## config.mk

```make
export PLATFORM = sky130hd
export DESIGN_NAME = klotski_move_executor
export DESIGN_NICKNAME = d
export VERILOG_FILES = /design/src/rtl/klotski_pkg.sv /design/src/rtl/klotski_move_checker.sv /design/src/rtl/klotski_move_executor.sv
export SDC_FILE = /design/constraint.sdc
export NUM_CORES = 1
export LEC_CHECK = 0
export ABC_CLOCK_PERIOD_IN_PS = 4700
export CAP_MARGIN = 30
export CORE_MARGIN = 2
export CORE_UTILIZATION = 35
export DETAILED_ROUTE_END_ITERATION = 6
export PLACE_DENSITY = 0.67
export SETUP_SLACK_MARGIN = 0.02
export SYNTH_ARGS = -nofsm -noshare
export SYNTH_HDL_FRONTEND = slang
export SYNTH_HIERARCHICAL = 1
export SYNTH_SLANG_ARGS = --single-unit
```

## constraint.sdc

```tcl
create_clock -name i_clk -period 4.7 [get_ports i_clk]
set_input_delay 0.705 -clock i_clk [delete_from_list [all_inputs] [get_ports i_clk]]
set_output_delay 0.705 -clock i_clk [all_outputs]
set_load 0.03 [all_outputs]
```

## src/rtl/klotski_pkg.sv

```systemverilog
// =============================================================================
// Module  : klotski_pkg
// Brief   : Shared types, constants and index helpers for the Klotski executor.
// Revision: 1.0 - initial release
// =============================================================================
`default_nettype none

package klotski_pkg;

    typedef logic [0:3][0:3][3:0] board_t;

    localparam logic [3:0] BLANK = 4'd0;

    typedef enum logic [1:0] {
        ERR_NONE    = 2'd0,
        ERR_BLANK   = 2'd1,
        ERR_ADJ     = 2'd2,
        ERR_OVERRUN = 2'd3
    } err_e;

    typedef enum logic [2:0] {
        S_EMPTY = 3'd0,
        S_READY = 3'd1,
        S_CHECK = 3'd2,
        S_APPLY = 3'd3,
        S_HOLD  = 3'd4,
        S_ERROR = 3'd5,
        S_DONE  = 3'd6
    } state_e;

    function automatic logic [1:0] idx_row(input logic [3:0] idx);
        return idx[3:2];
    endfunction

    function automatic logic [1:0] idx_col(input logic [3:0] idx);
        return idx[1:0];
    endfunction

    // Goal: tiles 1..15 in reading order, blank in the bottom-right corner.
    function automatic logic is_goal(input board_t b);
        logic v_ok;
        v_ok = 1'b1;
        for (int k = 0; k < 16; k++) begin
            if (b[2'(k / 4)][2'(k % 4)] != ((k == 15) ? BLANK : 4'(k + 1))) begin
                v_ok = 1'b0;
            end
        end
        return v_ok;
    endfunction

endpackage

`default_nettype wire

```

## src/rtl/klotski_move_checker.sv

```systemverilog
// =============================================================================
// Module  : klotski_move_checker
// Brief   : Combinational legality check of one slide on a 4x4 board.
// Revision: 1.0 - initial release
// =============================================================================
`default_nettype none

module klotski_move_checker
    import klotski_pkg::*;
(
    input  logic [0:3][0:3][3:0] i_board,
    input  logic [3:0]           i_start_block,
    input  logic [3:0]           i_end_block,
    output logic                 o_valid,
    output err_e                 o_err
);

    logic [1:0] w_rs;
    logic [1:0] w_cs;
    logic [1:0] w_re;
    logic [1:0] w_ce;
    logic [3:0] w_src_val;
    logic [3:0] w_dst_val;
    logic [1:0] w_dr;
    logic [1:0] w_dc;
    logic [2:0] w_dist;

    always_comb begin
        w_rs      = idx_row(i_start_block);
        w_cs      = idx_col(i_start_block);
        w_re      = idx_row(i_end_block);
        w_ce      = idx_col(i_end_block);
        w_src_val = i_board[w_rs][w_cs];
        w_dst_val = i_board[w_re][w_ce];
        w_dr      = (w_rs > w_re) ? (w_rs - w_re) : (w_re - w_rs);
        w_dc      = (w_cs > w_ce) ? (w_cs - w_ce) : (w_ce - w_cs);
        // Manhattan distance on (row, col) so index 3->4 counts as a wrap, not a neighbour.
        w_dist    = {1'b0, w_dr} + {1'b0, w_dc};

        o_valid = 1'b0;
        o_err   = ERR_NONE;
        if ((w_src_val == BLANK) || (w_dst_val != BLANK)) begin
            o_err = ERR_BLANK;
        end else if (w_dist != 3'd1) begin
            o_err = ERR_ADJ;
        end else begin
            o_valid = 1'b1;
        end
    end

endmodule

`default_nettype wire

```

## src/rtl/klotski_move_executor.sv

```systemverilog
// =============================================================================
// Module  : klotski_move_executor
// Brief   : Holds the live board, validates/applies solver moves, paces the
//           solver with o_continue and grades the final board.
// Revision: 1.0 - initial release
// =============================================================================
`default_nettype none

module klotski_move_executor
    import klotski_pkg::*;
#(
    parameter int HOLD_CYCLES = 50_000_000,
    parameter int CNT_W       = 16
) (
    input  logic                 i_clk,
    input  logic                 i_rst_n,
    input  logic                 i_load,
    input  logic [0:3][0:3][3:0] i_klotski,
    input  logic                 i_en,
    input  logic [3:0]           i_start_block,
    input  logic [3:0]           i_end_block,
    input  logic                 i_finished,
    output logic                 o_continue,
    output logic [0:3][0:3][3:0] o_board,
    output logic [CNT_W-1:0]     o_move_count,
    output logic                 o_busy,
    output logic                 o_error,
    output logic [1:0]           o_err_code,
    output logic                 o_solved
);

    localparam int c_HOLD_W = (HOLD_CYCLES > 0) ? $clog2(HOLD_CYCLES + 1) : 1;
    localparam logic [c_HOLD_W-1:0] c_HOLD_LOAD = c_HOLD_W'(HOLD_CYCLES);
    localparam logic [CNT_W-1:0]    c_CNT_MAX   = {CNT_W{1'b1}};

    state_e              r_state;
    state_e              w_state_nxt;
    board_t              r_board;
    logic [3:0]          r_src;
    logic [3:0]          r_dst;
    logic [CNT_W-1:0]    r_count;
    logic [c_HOLD_W-1:0] r_hold;
    logic                r_pend;
    logic                r_error;
    err_e                r_err_code;
    logic                r_solved;

    logic                w_chk_valid;
    err_e                w_chk_err;
    logic                w_latch;
    logic                w_apply;
    logic                w_err_set;
    err_e                w_err_code;
    logic                w_pend_set;
    logic                w_to_done;
    logic                w_continue;
    logic                w_busy;

    klotski_move_checker u_checker (
        .i_board       (r_board),
        .i_start_block (r_src),
        .i_end_block   (r_dst),
        .o_valid       (w_chk_valid),
        .o_err         (w_chk_err)
    );

    always_ff @(posedge i_clk or negedge i_rst_n) begin
        if (!i_rst_n) begin
            r_state <= S_EMPTY;
        end else begin
            r_state <= w_state_nxt;
        end
    end

    always_comb begin
        w_state_nxt = r_state;
        w_latch     = 1'b0;
        w_apply     = 1'b0;
        w_err_set   = 1'b0;
        w_err_code  = ERR_NONE;
        w_pend_set  = 1'b0;
        w_to_done   = 1'b0;
        w_continue  = 1'b0;
        w_busy      = (r_state == S_CHECK) || (r_state == S_APPLY) || (r_state == S_HOLD);

        if (i_load) begin
            w_state_nxt = S_READY;
        end else begin
            case (r_state)
                S_READY: begin
                    if (i_en) begin
                        w_latch     = 1'b1;
                        w_pend_set  = i_finished;
                        w_state_nxt = S_CHECK;
                    end else if (i_finished) begin
                        w_to_done   = 1'b1;
                        w_state_nxt = S_DONE;
                    end
                end
                S_CHECK: begin
                    w_pend_set = i_finished;
                    if (!w_chk_valid) begin
                        w_err_set   = 1'b1;
                        w_err_code  = w_chk_err;
                        w_state_nxt = S_ERROR;
                    end else if (i_en) begin
                        w_err_set   = 1'b1;
                        w_err_code  = ERR_OVERRUN;
                        w_state_nxt = S_ERROR;
                    end else begin
                        w_state_nxt = S_APPLY;
                    end
                end
                S_APPLY: begin
                    // The checked move commits even if an overrun arrives alongside it.
                    w_apply    = 1'b1;
                    w_pend_set = i_finished;
                    if (i_en) begin
                        w_err_set   = 1'b1;
                        w_err_code  = ERR_OVERRUN;
                        w_state_nxt = S_ERROR;
                    end else begin
                        w_state_nxt = S_HOLD;
                    end
                end
                S_HOLD: begin
                    w_pend_set = i_finished;
                    if (i_en) begin
                        w_err_set   = 1'b1;
                        w_err_code  = ERR_OVERRUN;
                        w_state_nxt = S_ERROR;
                    end else if (r_hold == '0) begin
                        w_continue = 1'b1;
                        if (r_pend || i_finished) begin
                            w_to_done   = 1'b1;
                            w_state_nxt = S_DONE;
                        end else begin
                            w_state_nxt = S_READY;
                        end
                    end
                end
                default: begin
                    w_state_nxt = r_state;
                end
            endcase
        end
    end

    always_ff @(posedge i_clk or negedge i_rst_n) begin
        if (!i_rst_n) begin
            r_board    <= '0;
            r_src      <= '0;
            r_dst      <= '0;
            r_count    <= '0;
            r_hold     <= '0;
            r_pend     <= 1'b0;
            r_error    <= 1'b0;
            r_err_code <= ERR_NONE;
            r_solved   <= 1'b0;
        end else if (i_load) begin
            r_board    <= i_klotski;
            r_count    <= '0;
            r_hold     <= '0;
            r_pend     <= 1'b0;
            r_error    <= 1'b0;
            r_err_code <= ERR_NONE;
            r_solved   <= 1'b0;
        end else begin
            if (w_latch) begin
                r_src <= i_start_block;
                r_dst <= i_end_block;
            end
            if (w_apply) begin
                r_board[idx_row(r_dst)][idx_col(r_dst)] <= r_board[idx_row(r_src)][idx_col(r_src)];
                r_board[idx_row(r_src)][idx_col(r_src)] <= BLANK;
                if (r_count != c_CNT_MAX) begin
                    r_count <= r_count + CNT_W'(1);
                end
                r_hold <= c_HOLD_LOAD;
            end else if ((r_state == S_HOLD) && (r_hold != '0)) begin
                r_hold <= r_hold - c_HOLD_W'(1);
            end
            if (w_continue) begin
                r_pend <= 1'b0;
            end else if (w_pend_set) begin
                r_pend <= 1'b1;
            end
            if (w_err_set && !r_error) begin
                r_error    <= 1'b1;
                r_err_code <= w_err_code;
            end
            if (w_to_done) begin
                r_solved <= is_goal(r_board);
            end
        end
    end

    assign o_continue   = w_continue;
    assign o_board      = r_board;
    assign o_move_count = r_count;
    assign o_busy       = w_busy;
    assign o_error      = r_error;
    assign o_err_code   = r_err_code;
    assign o_solved     = r_solved;

endmodule

`default_nettype wire

```

[After elaboration in Yosys (flattened, before gate mapping)]
Index checks and enable logic that the tools add are counted.
Storage, ports and cells
  bits in registers: 122
  bits of input ports: 77
  logic and storage cells: 171
Operators by class
  add/subtract/negate cells: 7
  $lt $le $gt $ge: 10
  equal/unequal tests: 12
  muxes and demuxes: 83
  bitwise gates (word level): 7
  reduce and logical (&&, ||, !) cells: 27
Operators by type and width (number)
  $mux W16: 9
  $mux W64: 2
  $mux W26: 3
  $and A64 B64 Y64: 1
  $bmux W16 S2: 2
  $bwmux W64: 1
  $demux W16 S2: 2
  $not A64 Y64: 1
  $mux W1: 33
  $logic_not A26 Y1: 1
  $reduce_bool A26 Y1: 1
  $sub A26 B1 Y26 const B: 1
  $mux W3: 8
  $mux W4: 6
  $add A16 B1 Y16 const B: 1
  $bmux W4 S2: 2
  $demux W4 S2: 2
  $mux W2: 8
  $ne A16 B16 Y1 const B: 1
  $ge A3 B3 Y1 const B: 4
  $lt A3 B1 Y1 const B: 4
  $ne A4 B3 Y1 const B: 3
  $not A2 Y3: 4
  $pmux W3 S4: 1
  25 further kinds: 45

[Depth between registers and ports, before layout]
Gate-level depths: netlist of the first run.
  depth after elaboration: 16
  depth in mapped cells: 15
  gate-level depth less buffers: 15

[Cells and area by module]
The synthesis of the first run kept the hierarchy.
Modules (own cells, without submodules)
  klotski_move_executor: instances 1, cells each 724, area each 6804.0 um^2, seq. area each 3052.9 um^2
  klotski_move_checker: instances 1, cells each 94, area each 655.6 um^2, seq. area each 0.0 um^2

[Worst setup path after synthesis of the first run]
OpenSTA, ideal clock, no wires.
  path type: flip-flop to flip-flop
  start: reg r_src[0]
  end: reg r_err_code[1] (netlist: o_err_code[1])
  data arrival time: 3377 ps
  data required time: 4564 ps
  path slack: 1187 ps
  cell stages (with the launch flop): 16
  period minus slack after synthesis: 3513 ps
  cells stage by stage: dfrtp_1 > inv_2 > ha_1 > fa_1 > nor2_1 > nor3b_1 > a21oi_1 > o21ai_0 > fa_1 > nand3_1 > nor2_1 > or3b_2 > a21o_1 > a21oi_1 > nor4bb_1 > nor3_1
Between the ends
  word-level cells in the longest chain between the ends: 12
  elaborated cells between the ends (all ways): 25
Ends and longest elaborated chain
  start, declared: RTL line klotski_move_executor.sv:39  | logic [3:0] r_src;
  start signal, assigned: RTL line klotski_move_executor.sv:170  | r_src <= i_start_block;
  branches (longest 6 deep; another with $add A2 B2 Y3)
  $mux W1 (*): RTL line klotski_move_checker.sv:42  | if ((w_src_val == BLANK) || (w_dst_val != BLANK)) begin
  via w_chk_valid: RTL line klotski_move_executor.sv:48  | logic w_chk_valid;
  $mux W1: RTL line klotski_move_executor.sv:102  | if (!w_chk_valid) begin
  $pmux W1 S2: RTL line klotski_move_executor.sv:89  | case (r_state)
  $mux W1: RTL line klotski_move_executor.sv:86  | if (i_load) begin
  $logic_and A1 B1 Y1: RTL line klotski_move_executor.sv:188  | if (w_err_set && !r_error) begin
  $reduce_bool A2 Y1 (no line)
  end signal, assigned: RTL line klotski_move_executor.sv:190  | r_err_code <= w_err_code;
  end, declared: RTL line klotski_move_executor.sv:45  | err_e r_err_code;
Mark *: on every way through the listed nets, which the timed path passes. The select of a mux whose other input is x is not followed.
A chain may end at the register's enable or synchronous reset.

[Worst setup path in the final report of the first run]
  start: reg r_hold[0]
  end: out o_continue
Between the ends
  word-level cells in the longest chain between the ends: 5
Ends and longest elaborated chain
  start, declared: RTL line klotski_move_executor.sv:42  | logic [c_HOLD_W-1:0] r_hold;
  start signal, assigned: RTL line klotski_move_executor.sv:179  | r_hold <= c_HOLD_LOAD;
  start signal, assigned: RTL line klotski_move_executor.sv:181  | r_hold <= r_hold - c_HOLD_W'(1);
  $logic_not A26 Y1: RTL line klotski_move_executor.sv:132  | end else if (r_hold == '0) begin
  $mux W1: RTL line klotski_move_executor.sv:132
  $mux W1: RTL line klotski_move_executor.sv:128  | if (i_en) begin
  $mux W1: RTL line klotski_move_executor.sv:89
  $mux W1: RTL line klotski_move_executor.sv:86
  end, declared: RTL line klotski_move_executor.sv:23  | output logic o_continue,
Every way passes these cells.

==> out/metrics.csv, run 1 <==
stage;metric;value;unit
clocking;cts_resized;0;
floorplanning;die_h;150;microns
final_layout;areaGrowthSynthToFinish;34.2;%
yosys;syn_nets;908;
setup_path;critPathTopFamily;simple AND/OR/NAND/NOR gates;
yosys;synthAdderAreaFrac;0.0248;
clocking;cts_tree;done;
timing;max_freq;250;MHz
final_layout;n_antenna_cell;0;
routing;vias;7378;
yosys;synth_xor_area_frac;0.0188;
final_layout;final_net_count;1058;
grt;grt-ovfl-total;0;
yosys;synth_top_family_by_area;simple AND/OR/NAND/NOR gates;
grt;grt_max_degree;62;
floorplanning;die_w;150;microns
place;gp_congestion;0.944;
job;drv_cap;0;
yosys;synth_compound_area_frac;0.195;
setup_path;cp_slowest_stage_delay;0.69;ns
yosys;synth-simple-area-share;0.217;
final_layout;drive_above_1_share;0.0958;
timing;hold_violations;0;
timing;slew-limit-headroom;0.337;
timing;finalClockSkew;0.0127;ns
final_layout;utilization;0.478;
setup_path;path_depth;7;
routing;wl_per_cell;19.9;microns
timing;maxSlewViolCount;0;
clocking;cts_buffers;17;
yosys;syn_area;7460;sq um
floorplanning;die_area;22500;sq um
floorplanning;start_util;0.356;
yosys;synth_mux_area_frac;0.0731;
setup_path;cp_slowest_cell;clkdlybuf4s50_1;
routing;drc;0;
yosys;yosysSeqAreaShare;0.409;
clocking;cts_buffer_depth;2;
clocking;cts_sinks;122;
place;place_hpwl;18100;microns
timing;whs;0.216;ns
grt;antenna_found_initial;0;
yosys;syn_inst;818;
timing;fin_tns_setup;0;ns
grt;globalRouteTotalUtil;0.223;
floorplanning;ios;163;
setup_path;critPathKind;register to output port;
setup_path;cp_num_buf_inv;2;
timing;grt_setup_unrepaired;no;
timing;worst_slew_pin_slew;0.970;ns
timing;period_minus_slack;4.01;ns
power;leakage;0.00404;uW
floorplanning;core-area;21000;sq um
routing;drt_iter0_markers;698;
yosys;synthFlopType;dfrtp_1;
place;post-place-ws;0.883;ns
routing;ant_nets;0;
setup_path;endpoint_kind;output port;
routing;wl;24900;microns
grt;grt_pass1_wl;39100;microns
yosys;synthDistinctLibCells;63;
routing;viasPerCell;5.87;
timing;finalCritPeriodShare;0.853;
floorplanning;num_rows;53;
yosys;ys_warn_count;6;
setup_path;worstPathRequired;3.99;ns
min_path;hp-class;primary input to async pin;
setup_path;crit_chain;inv_1 -> ha_1 -> or4b_2 -> nor4_2 -> nand3_1 -> nor2_1 -> clkdlybuf4s50_1;
clocking;cts-root-buf;clkbuf_16;
power;ir_worst_vdd;263;uV
clocking;clock_latency;0.42;ns
final_layout;final_cells;1256;
place;portBuffers;162;
timing;postLayoutSetupSlackWorst;0.693;ns
yosys;syn_area_per_cell;9.12;sq um
setup_path;cp_max_fo;8;
place;dp.cells;1224;
clocking;cts.clk_slew.worst_paths;0.06;ns
yosys;synthArstFlopShare;1.00;
clocking;cts_setup_buffers;0;
timing;setup_viol;0;
outcome;outcome;finished clean;
yosys;synth_edf_count;0;
setup_path;critPathLaunchType;register;
yosys;synth-seq-cells;122;
clocking;holdBufCountCts;0;
grt;grt_pass1_vias;7084;
clocking;htree_num_levels;4;
power;p_per_area;612;nW/um^2
setup_path;arrival;3.30;ns
setup_path;r2r_cells;15;
routing;first_pass_iters;7;
-- cells in the final DEF (no fill, tap or decap), types with 15 or more instances in the layout --
cell type	Yosys	final
nor3_1	16	16
inv_1	74	74
buf_4	1	15
mux4_2	18	18
nand3_1	18	18
nor4_1	19	19
clkdlybuf4s50_1	0	160
dfrtp_1	122	122
nand4_1	18	18
o21ai_0	24	24
nand2_1	104	104
o221ai_1	60	60
a21oi_1	42	42
or4_1	16	16
nor2_1	59	59
xnor2_1	16	16
clkbuf_16	0	17
-- per-layer routing --
layer / up-vias / track usage / wire, microns
met5: - / 0 / 0
met4: 0 / 0.0646 / 410
met3: 30 / 0.0585 / 2160
met2: 393 / 0.337 / 11400
met1: 3565 / 0.314 / 11000
li1: 3390 / - / -
-- flip-flops by register name (all words and copies together) (netlist names) --
register / flops
r_dst: 4
r_state: 3
o_board: 64
r_pend: 1
r_src: 4
o_error: 1
r_hold: 26
o_err_code: 2
o_move_count: 16
o_solved: 1
-- cell families after synthesis --
family,after synthesis
flip-flops,122
multiplexers,31
XOR/XNOR,16
AO/OA/AOI/OAI,203
AND/OR/NAND/NOR,313
buffers and inverters,120
adder cells (fa/ha/maj),13
-- area by class of cell --
cell class              instances  area (sq um)
flip-flops and latches        122          3050
repair buffers                175          1710
multi-input cells             576          3970
clock buffers                  19           453
inverters                      76           285
well taps                     275           344
fillers                      1996         10900
clock inverters                13           190
-- report_power, final --
part	internal (uW)	switching [uW]	total, uW
sequential	1270	366	1630
clock	920	516	1440
combinational	1190	1870	3060
-- stage by stage --
| step | power (uW) | cell area (sq um) |
|---|---|---|
| detailed placement | 4620 | 9370 |
| global placement | 4590 | 9370 |
| CTS | 6090 | 10000 |
| finish | 6130 | 10000 |
| global route | 6480 | 10000 |
| floorplan | 3560 | 7460 |
-- Yosys cell counts, drive strengths merged, types with 13 or more instances --
| library cell | instances | area, sq um |
|---|---|---|
| or3 | 13 | 86.3 |
| o21ai | 28 | 140 |
| nand3 | 18 | 90.1 |
| o221ai | 60 | 526 |
| inv | 76 | 285 |
| a21oi | 42 | 210 |
| a31oi | 13 | 81.3 |
| nand4 | 18 | 113 |
| nand2 | 104 | 390 |
| nor2 | 59 | 221 |
| nor3 | 16 | 80.1 |
| or4 | 18 | 143 |
| dfrtp | 122 | 3050 |
| nor4 | 21 | 144 |
| mux4 | 18 | 405 |
| xnor2 | 16 | 140 |
| clkbuf | 37 | 139 |
-- path summary, 6_finish.rpt --
path | startpoint | end | slack, ns
worst max-delay path | r_hold[0] | o_continue | 0.69
worst min-delay path | i_rst_n | o_move_count[0] | 0.22
worst max register to register | r_src[0] | o_err_code[1] | 0.84
worst min register to register | o_move_count[15] | o_move_count[15] | 0.53
max in group asynchronous | i_rst_n | o_board[23] | 3.53
min in group i_clk | o_move_count[15] | o_move_count[15] | 0.53
(Power assumes the default switching activity.)
==> run 2: changes to the inputs <==
CORE_UTILIZATION = 50   (was 35)
PLACE_DENSITY = 0.87   (was 0.67)
==> run 2 against run 1 <==
Effect of this change:
- flip-flop and latch count unchanged
- clock-buffer cell count unchanged
- hold slack better by 0.16 ns
- clock skew down 0.0057 ns
- worst setup slack worse by 0.029 ns
- power down 0.94%
- sequential share of layout area up 0.44 points
- critical endpoint unchanged
- core utilization up 20 points
==> out/metrics.csv, run 2 (synthesized netlist as in run 1, its figures left out) <==
stage;metric;value;unit;change
setup_path;worstPathRequired;3.99;ns;about the same
floorplanning;core-area;14500;sq um;-31%
timing;worst_slew_pin_slew;1.02;ns;+0.0485 ns
grt;globalRouteTotalUtil;0.315;;+0.0921
place;portBuffers;162;;unchanged
grt;antenna_found_initial;0;;unchanged
routing;viasPerCell;6.52;;+11%
power;p_per_area;615;nW/um^2;+0.48%
timing;max_freq;248;MHz;-0.71%
setup_path;cp_max_fo;8;;unchanged
clocking;cts_tree;done;;
routing;drt_iter0_markers;964;;+38%
place;gp_congestion;0.963;;+2.0%
job;drv_cap;0;;unchanged
setup_path;critPathLaunchType;register;;
final_layout;largest_reg_flops;64;;unchanged
grt;grt_pass1_wl;39800;microns;+1.7%
outcome;outcome;finished clean;;
grt;grt_pass1_vias;7424;;+4.8%
timing;maxSlewViolCount;0;;unchanged
setup_path;critPathKind;register to output port;;
timing;grt_setup_unrepaired;no;;
final_layout;final_net_count;1058;;unchanged
timing;period_minus_slack;4.04;ns;+0.0288 ns
clocking;cts-root-buf;clkbuf_16;;
setup_path;path_depth;7;;unchanged
timing;setup_viol;0;;unchanged
clocking;holdBufCountCts;0;;unchanged
timing;finalCritPeriodShare;0.859;;+0.00612
routing;first_pass_iters;5;;-2
min_path;hp-class;primary input to async pin;;
final_layout;layout_commonest_cell;clkdlybuf4s50_1;;
setup_path;cp_num_buf_inv;2;;unchanged
clocking;cts_setup_buffers;0;;unchanged
routing;drc;0;;unchanged
final_layout;final_cell_mix;160 x clkdlybuf4s50_1, 122 x dfrtp_1, 104 x nand2_1, 74 x inv_1, 60 x o221ai_1;;
setup_path;cp_slowest_cell;clkdlybuf4s50_1;;
setup_path;crit_chain;inv_1 -> ha_1 -> or4b_2 -> nor4_2 -> nand3_1 -> nor2_1 -> clkdlybuf4s50_1;;
place;place_hpwl;17400;microns;-4.2%
clocking;cts_buffers;17;;unchanged
final_layout;n_antenna_cell;0;;unchanged
setup_path;crit_path_end;o_continue;;
setup_path;startpoint;r_hold[0];;
setup_path;endpoint_kind;output port;;
routing;wl;24700;microns;-0.76%
power;ir_worst_vdd;377;uV;+43%
grt;grt_max_degree;71;;+15%
clocking;htree_num_levels;4;;unchanged
setup_path;cp_slowest_stage_delay;0.71;ns;+0.02 ns
floorplanning;die_h;126;microns;-16%
floorplanning;num_rows;44;;-17%
floorplanning;ios;163;;unchanged
clocking;cts_buffer_depth;2;;unchanged
setup_path;r2r_cells;15;;unchanged
floorplanning;die_area;15900;sq um;-29%
final_layout;drive_above_1_share;0.0948;;-0.00102
setup_path;worst_r2r_endpoint;o_err_code[1];;
grt;grt-ovfl-total;0;;unchanged
timing;fin_tns_setup;0;ns;unchanged
final_layout;areaGrowthSynthToFinish;32.3;%;
routing;vias;7592;;+2.9%
clocking;cts_sinks;122;;unchanged
routing;wl_per_cell;21.2;microns;+7.0%
timing;slew-limit-headroom;0.321;;-0.0156
floorplanning;start_util;0.513;;+0.157
routing;ant_nets;0;;unchanged
setup_path;reg2reg_slack;0.77;ns;-0.07 ns
clocking;cts_resized;0;;unchanged
power;leakage;0.00403;uW;-0.23%
setup_path;critPathTopFamily;simple AND/OR/NAND/NOR gates;;
setup_path;arrival;3.33;ns;+0.03 ns
floorplanning;die_w;126;microns;-16%
setup_path;crit-reg2reg-launch;r_src[0];;
clocking;clock_latency;0.43;ns;about the same
timing;finalClockSkew;0.00697;ns;-0.00569 ns
timing;hold_violations;0;;unchanged
final_layout;utilization;0.679;;+0.201
clocking;cts.clk_slew.worst_paths;0.06;ns;about the same
run 2: changes by cell type in the layout (fill, tap and decap cells not counted):
cell / change
buf_1: +1
clkinv_2: +1
bufinv_16: -1
buf_4: -1
clkinvlp_4: -1
clkinv_4: +1
run 2: per-layer routing:
| layer | GRT usage | up-vias | part of all wire |
|---|---|---|---|
| li1 | - | 3380 | - |
| met1 | 0.413 | 3661 | 0.39 |
| met2 | 0.488 | 482 | 0.47 |
| met3 | 0.107 | 69 | 0.10 |
| met4 | 0.117 | 0 | 0.028 |
| met5 | 0 | - | 0 |
run 2: final cells by class:
class	instances	area, sq um
Fill cell	1104	4660
Multi-Input combinational cell	576	3970
Sequential cell	122	3050
Timing Repair Buffer	175	1710
Clock buffer	19	453
Inverter	76	285
Tap cell	184	230
Clock inverter	13	166
run 2: through the flow:
stage               area, sq um  setup slack (ns)  instances  hold slack [ns]  power, uW
global route               9870             0.507       1165            0.454       6380
finish                     9870             0.664       1165            0.380       6070
global placement           9250             0.977       1132            0.513       4520
CTS                        9870             0.677       1165            0.407       6010
floorplan                  7460              1.19        818            0.409       3560
detailed placement         9250             0.784       1133            0.520       4600
run 2: where the power goes:
group	total (uW)	internal (uW)	switching (uW)
sequential	1660	1270	397
combinational	3030	1190	1840
clock	1380	866	516
run 2: how the worst min path moves through the flow:
stage                     startpoint               end
finish                       i_rst_n   o_move_count[9]
global route                 i_rst_n   o_move_count[9]
CTS                          i_rst_n   o_move_count[0]
detailed placement  o_move_count[15]  o_move_count[15]
global placement    o_move_count[15]  o_move_count[15]
floorplan                    i_rst_n        o_board[0]
